File: src/rtl/traffic_light_sequencer.sv
// Round-robin multi-direction traffic light sequencer with its own
// countdown master timer, skip masking and emergency all-red override.
module traffic_light_sequencer #(
  parameter int NUM_DIR      = 4,
  parameter int DIR_W        = 2,
  parameter int TIMER_W      = 7,
  parameter int GREEN_TIME   = 105,
  parameter int YELLOW_TIME  = 15,
  parameter int ALL_RED_TIME = 2
) (
  input  logic               clk,
  input  logic               rst_n,
  input  logic               enable,
  input  logic               tick,
  input  logic [NUM_DIR-1:0] dir_mask,
  input  logic               emerg,
  output logic [NUM_DIR-1:0] green,
  output logic [NUM_DIR-1:0] yellow,
  output logic [NUM_DIR-1:0] red,
  output logic [DIR_W-1:0]   active_dir,
  output logic [TIMER_W-1:0] master_timer,
  output logic               phase_done
);

  typedef enum logic [1:0] {
    IDLE,
    SERVE,
    CLEAR,
    EMERG
  } state_t;

  localparam logic [TIMER_W-1:0] RELOAD =
    TIMER_W'(GREEN_TIME + YELLOW_TIME);
  localparam logic [TIMER_W-1:0] CLR_T =
    TIMER_W'(ALL_RED_TIME);
  localparam logic [TIMER_W-1:0] YEL_T =
    TIMER_W'(YELLOW_TIME);
  localparam logic [TIMER_W-1:0] ONE =
    TIMER_W'(1);

  state_t               state;
  state_t               state_n;
  logic [DIR_W-1:0]     dir_n;
  logic [TIMER_W-1:0]   timer_n;
  logic                 done_n;

  // First masked-in direction at (from + off), searching upward with wrap.
  function automatic logic [DIR_W-1:0] pick(
    input logic [NUM_DIR-1:0] m,
    input logic [DIR_W-1:0]   from,
    input int                 off
  );
    logic [DIR_W-1:0] r;
    logic [DIR_W-1:0] cand;
    logic             hit;
    r   = from;
    hit = 1'b0;
    for (int i = 0; i < NUM_DIR; i++) begin
      cand = DIR_W'((int'(from) + off + i) % NUM_DIR);
      if (!hit && m[cand]) begin
        r   = cand;
        hit = 1'b1;
      end
    end
    return r;
  endfunction

  always_ff @(posedge clk or negedge rst_n) begin
    if (!rst_n) begin
      state        <= IDLE;
      active_dir   <= '0;
      master_timer <= '0;
      phase_done   <= 1'b0;
    end else begin
      state        <= state_n;
      active_dir   <= dir_n;
      master_timer <= timer_n;
      phase_done   <= done_n;
    end
  end

  always_comb begin
    state_n = state;
    dir_n   = active_dir;
    timer_n = master_timer;
    done_n  = 1'b0;
    if (emerg) begin
      state_n = EMERG;
      timer_n = '0;
    end else if (!enable) begin
      state_n = IDLE;
      timer_n = '0;
    end else begin
      unique case (state)
        IDLE: begin
          if (|dir_mask) begin
            state_n = SERVE;
            dir_n   = pick(dir_mask, active_dir, 0);
            timer_n = RELOAD;
          end
        end
        SERVE: begin
          if (tick) begin
            if (master_timer <= ONE) begin
              state_n = CLEAR;
              timer_n = CLR_T;
            end else begin
              timer_n = master_timer - ONE;
            end
          end
        end
        CLEAR: begin
          if (tick) begin
            if (master_timer <= ONE) begin
              done_n = 1'b1;
              if (|dir_mask) begin
                state_n = SERVE;
                dir_n   = pick(dir_mask, active_dir, 1);
                timer_n = RELOAD;
              end else begin
                state_n = IDLE;
                timer_n = '0;
              end
            end else begin
              timer_n = master_timer - ONE;
            end
          end
        end
        EMERG: begin
          // Released with enable high: clear the junction before moving on.
          state_n = CLEAR;
          timer_n = CLR_T;
        end
        default: begin
          state_n = IDLE;
          timer_n = '0;
        end
      endcase
    end
  end

  always_comb begin
    green  = '0;
    yellow = '0;
    if (state == SERVE) begin
      if (master_timer > YEL_T) begin
        green[active_dir] = 1'b1;
      end else begin
        yellow[active_dir] = 1'b1;
      end
    end
    red = ~(green | yellow);
  end

endmodule
File: config.mk
export PLATFORM = sky130hd
export DESIGN_NAME = traffic_light_sequencer
export DESIGN_NICKNAME = d
export VERILOG_FILES = /design/src/rtl/traffic_light_sequencer.sv
export SDC_FILE = /design/constraint.sdc
export NUM_CORES = 1
export LEC_CHECK = 0
export ABC_AREA = 1
export ABC_CLOCK_PERIOD_IN_PS = 2000
export CAP_MARGIN = 20
export CORE_MARGIN = 2
export CORE_UTILIZATION = 25
export DETAILED_ROUTE_END_ITERATION = 12
export SETUP_SLACK_MARGIN = 0.2
export SYNTH_ARGS = -nofsm -noshare
export SYNTH_HDL_FRONTEND = slang
export SYNTH_SLANG_ARGS = --single-unit
File: constraint.sdc
create_clock -name clk -period 2 [get_ports clk]
set_input_delay 0.3 -clock clk [delete_from_list [all_inputs] [get_ports clk]]
set_output_delay 0.3 -clock clk [all_outputs]
set_load 0.03 [all_outputs]
Yosys cells after proc, flatten, opt, wreduce, memory -nomap -nowiden
Index checks and enable logic that the tools add are counted.
- add/subtract/negate cells: 7
- $lt $le $gt $ge: 10
- eq/ne operators: 14
- mux-type cells: 91
- bitwise gates (word level): 3
- reduce and logical (&&, ||, !) cells: 19
- operator list (kind ; number):
    $mux 7 ; 8
    $mux 1 ; 50
    $mux 2 ; 18
    $pmux 7 s4 ; 1
    $ne 4x4->1 const B ; 6
    $lt 2x3->1 const B ; 7
    $mux 4 ; 4
    $bmux 1 s2 ; 7
    $add 2x2->2 const B ; 5
    $reduce_and 9->1 ; 1
    $ne 2x2->1 const B ; 4
    $pmux 2 s4 ; 1
    $gt 7x4->1 const B ; 1
    $le 7x1->1 const B ; 1
    $logic_and 1x1->1 ; 7
    $sub 7x1->7 const B ; 1
    $logic_not 1->1 ; 6
    $ne 5x5->1 const B ; 1
    $reduce_and 5->1 ; 1
    $eq 2x2->1 const B ; 2
    $not 4->4 ; 1
    $or 4x4->4 ; 1
    $pmux 2 s2 ; 1
    $reduce_or 4->1 ; 1
    other kinds (8) ; 8
- flip-flop bits (word level): 12
- input bits: 9
- output and inout port bits: 22
- word-level logic and storage cells: 148

Logic depth before layout (Yosys ltp)
- depth after elaboration: 35
- mapped depth: 16
- depth with buffers taken out: 15

Worst setup path before layout
No wires, ideal clock.
- kind: flip-flop to output port
- from: register master_timer[0]
- to: output port green[0]
- arrival: 1.803 ns
- required time: 1.700 ns
- slack: -0.103 ns
- cell stages (with the launch flop): 5
- path buffers: 0
- path through: dfrtp_1 ha_1 o31ai_1 inv_1 nor2_1
- word-level cells in the longest chain between the ends: 3
- ends and longest elaborated chain (item ; RTL line ; text):
    from (decl) ; 21 ; output logic [TIMER_W-1:0] master_timer,
    from (signal assigned) ; 77 ; master_timer <= timer_n;
    $gt 7x4->1 ; 146 ; if (master_timer > YEL_T) begin
    $mux 4 ; 146 ;
    $mux 4 ; 145 ; if (state == SERVE) begin
    to (decl) ; 17 ; output logic [NUM_DIR-1:0] green,
No other way between the ends.

Worst setup path after layout
- from: register master_timer[0]
- to: output port yellow[2]
- word-level cells in the longest chain between the ends: 3
- ends and longest elaborated chain (item ; RTL line ; text):
    $gt 7x4->1 ; 146 ;
    $mux 4 ; 146 ;
    $mux 4 ; 145 ;
    to (decl) ; 18 ; output logic [NUM_DIR-1:0] yellow,
No other way between the ends.

==> impl_results.md <==
- Worst Tran Pin Value: 0.5562 ns
- Vias: ~1500
- Sw power: between 1500 and 2000 uW
- Xor/xnor share of the synthesized area: 0.01927
- CP Data Arrival Time: roughly 1.5 ns
- Avg WL per Cell: 10.83 um
- Yosys reg bits: 12
- CTS sink cnt: 12
- Fin Hold WS: about 0.42 ns
- Leakage power: roughly 0.001 uW
- Minimum clock period: approximately 1.8 ns
- Pin count of the biggest net entering global routing: 13
- I/O pins: 31
- Nets: 290
- Final worst slack: 0.1595 ns
- Critical R2R Launch: active_dir[1]$_DFFE_PN0P_
- Critical path class: register to primary output
- Adder-Cell Fraction of Synth Area: 0.06422
- Sw frac: 0.5439
- FF-to-FF End: active_dir[1]$_DFFE_PN0P_
- Overall global routing resource usage: 0.1215
- Largest family of logic cells by synthesized area: simple AND/OR/NAND/NOR gates
- DIE AREA: between 0.006 and 0.007 sq mm
- Final sum of negative setup slack: 0 ns
- Peak supply drop: a little under 0.6 mV
- Residual DRC: 0
- Max Clock Freq: 543.3 MHz
- Worst rel slew slack: 0.6280
- Chip height: roughly 78 um
- CTS tree: done
- Sequential fraction of the synthesis area: 0.2202
- Antenna cells: 0
- Port buffer count: 30
- Post-synthesis mux area share: 0
- # Max-Cap Violations: 0
- Hold Path Class: primary input to asynchronous set/reset pin
- Pre-CTS setup slack: approximately 0.048 ns
- Share of layout cells above drive strength 1: 0.3993
- Initial DRC Count: 83
- Initial antenna violation count: 0
- Synth warn: 0
- Internal power: 1450 uW
- Synth Area in Simple Gates: 0.4982
- Die Wd: 77.86 um
- First-pass GRT wire length: between 6000 and 7000 um
- Clk_lat worst skew: 0.24 ns
- PwrDens: about 1500 mW/mm^2
- Synth unique cells: 29
- H-tree depth: 1
- Clock buffer depth: 2
- Post-route clock period utilization: 0.9203
- Post-Route WL: around 3700 um
- Most common cell after layout, fill and taps aside: nand2_1
- Initial Utilization: 0.2637
- Rows: 26
- Gr ovfl total: 0
- DR vias/cell: 4.501
- Syn nets: about 230
- Routed Antenna Nets: 0
- GP Congestion: between 0.8 and 0.9
- Gate power share: 0.810
- Placeable Area: 0.005172 sq mm
- Worst Setup Start Kind: register
- Critical Path RT: 1.70 ns
- Layout Skew: about 0.0031 ns
- Most frequent cells in the layout: 63 x nand2_1, 23 x buf_4, 19 x nand2_2, 17 x clkdlybuf4s50_1, 15 x inv_1
- Worst reg-to-reg path cell count: 15
- # hold bufs at CTS: 0
- P&R area growth vs syn: 56.61%
- R2R setup slack: 0.26 ns
- Status: finished clean
- Synth Area in Compound Gates: 0.1119
- RSZ-0062 raised after global routing: true
- 1st-pass router iterations: 4
- Clk network pwr share: 0.071
- Total Power: 3180 uW
- CTS Buf Count: 3
- Post-Syn Instances: roughly 220
- Worst-path clk slew: around 0.050 ns
- Sequential share of power: 0.118
- Dpl hpwl: between 2000 and 3000 um
- Crit path capture type: primary output
- Root buf cell: clkbuf_8
- Syn Std Cell Area: around 0.0014 sq mm
- Max-slew violations: 0
- Final hold violation count: 0
- Synthesized area per cell: 6.314 sq um
- Critical path fanouts, max: 5
- Vias in the first global route: between 1000 and 1500
- Final setup vio count: 0
## power by group through the flow
stage	sequential [uW]	clock (uW)	combinational, uW
4_1_cts	376	231	2230
2_1_floorplan	501	0	1490
3_3_place_gp	380	0	2160
3_5_place_dp	383	0	2170
5_1_grt	388	247	2830
6_report	376	227	2580
## final cells by class
| cell class | count | area [sq um] |
|---|---|---|
| clock buffer | 4 | 45.04 |
| fill | 538 | 3037 |
| inverter | 27 | 113.9 |
| multi-input combinational | 176 | 1104 |
| sequential | 12 | 302.8 |
| tap | 70 | 87.58 |
| timing repair buffer | 54 | 483.0 |
## worst max path at each step
stage,from,endpoint,slack (ns),cells past startpoint
after floorplan,active_dir[0]$_DFFE_PN0P_,active_dir[1]$_DFFE_PN0P_,0.17,13
after global placement,master_timer[0]$_DFFE_PN0P_,yellow[0],0.06,4
after detailed placement,master_timer[0]$_DFFE_PN0P_,yellow[3],0.05,4
after CTS,master_timer[4]$_DFFE_PN0P_,yellow[3],0.10,4
after global routing,master_timer[1]$_DFFE_PN0P_,green[2],0.10,5
final,master_timer[0]$_DFFE_PN0P_,yellow[2],0.16,5
## critical path: stages, from the launching register on
cell and delay (ns):
dfrtp_1 0.39, ha_2 0.19, o31ai_4 0.37, buf_4 0.18, nor2_2 0.03, buf_6 0.14
## metal layers
layer,wire [um],GRT usage
met1,1612,0.1498
met2,1980,0.2224
met3,100,0.01047
met5,0,0
met4,21,0.03571
## stage by stage
| stage | std cells | instance area [sq um] | utilization |
|---|---|---|---|
| 2_1_floorplan | 216 | 1446 | - |
| 3_3_place_gp | 331 | 1924 | 0.3720 |
| 3_5_place_dp | 331 | 1924 | 0.3720 |
| 4_1_cts | 339 | 2001 | 0.3868 |
| 5_1_grt | 343 | 2136 | 0.4129 |
| 6_report | 343 | 2136 | 0.4129 |
## cells in the mapped netlist (all sizes together)
library cell,n,area share
nand2,90,0.30
inv,27,0.074
nor2,27,0.091
nand3,14,0.059
o21ai,13,0.061
dfrtp,12,0.22
a21oi,7,0.028
ha,7,0.064
nand4,5,0.023
nor3,4,0.022
buf,2,0.012
o31ai,2,0.011
xor2,2,0.013
o22ai,1,0.0046
o32ai,1,0.0064
or2,1,0.0046
xnor2,1,0.0064
## state kept, by name, summed over array words and instances, names as in the netlist
| signal | count |
|---|---|
| master_timer | 7 |
| active_dir | 2 |
| phase_done | 1 |
| state | 2 |
## cells by family (layout without fill, tap and decap cells)
| group | count (synthesis) | after routing |
|---|---|---|
| AND/OR/NAND/NOR | 141 | 142 |
| buffers and inverters | 29 | 85 |
| AO/OA/AOI/OAI | 24 | 24 |
| flip-flops | 12 | 12 |
| adder cells (fa/ha/maj) | 7 | 7 |
| XOR/XNOR | 3 | 3 |
## timing repair
action                     CTS  global route
hold endpoints to repair     0             0
setup endpoints to repair   12            15
resized for setup           21            40
pin swaps                    1            12
buffers inserted             4             3
cloned                       0             1
Power figures use the tool's default switching activity.
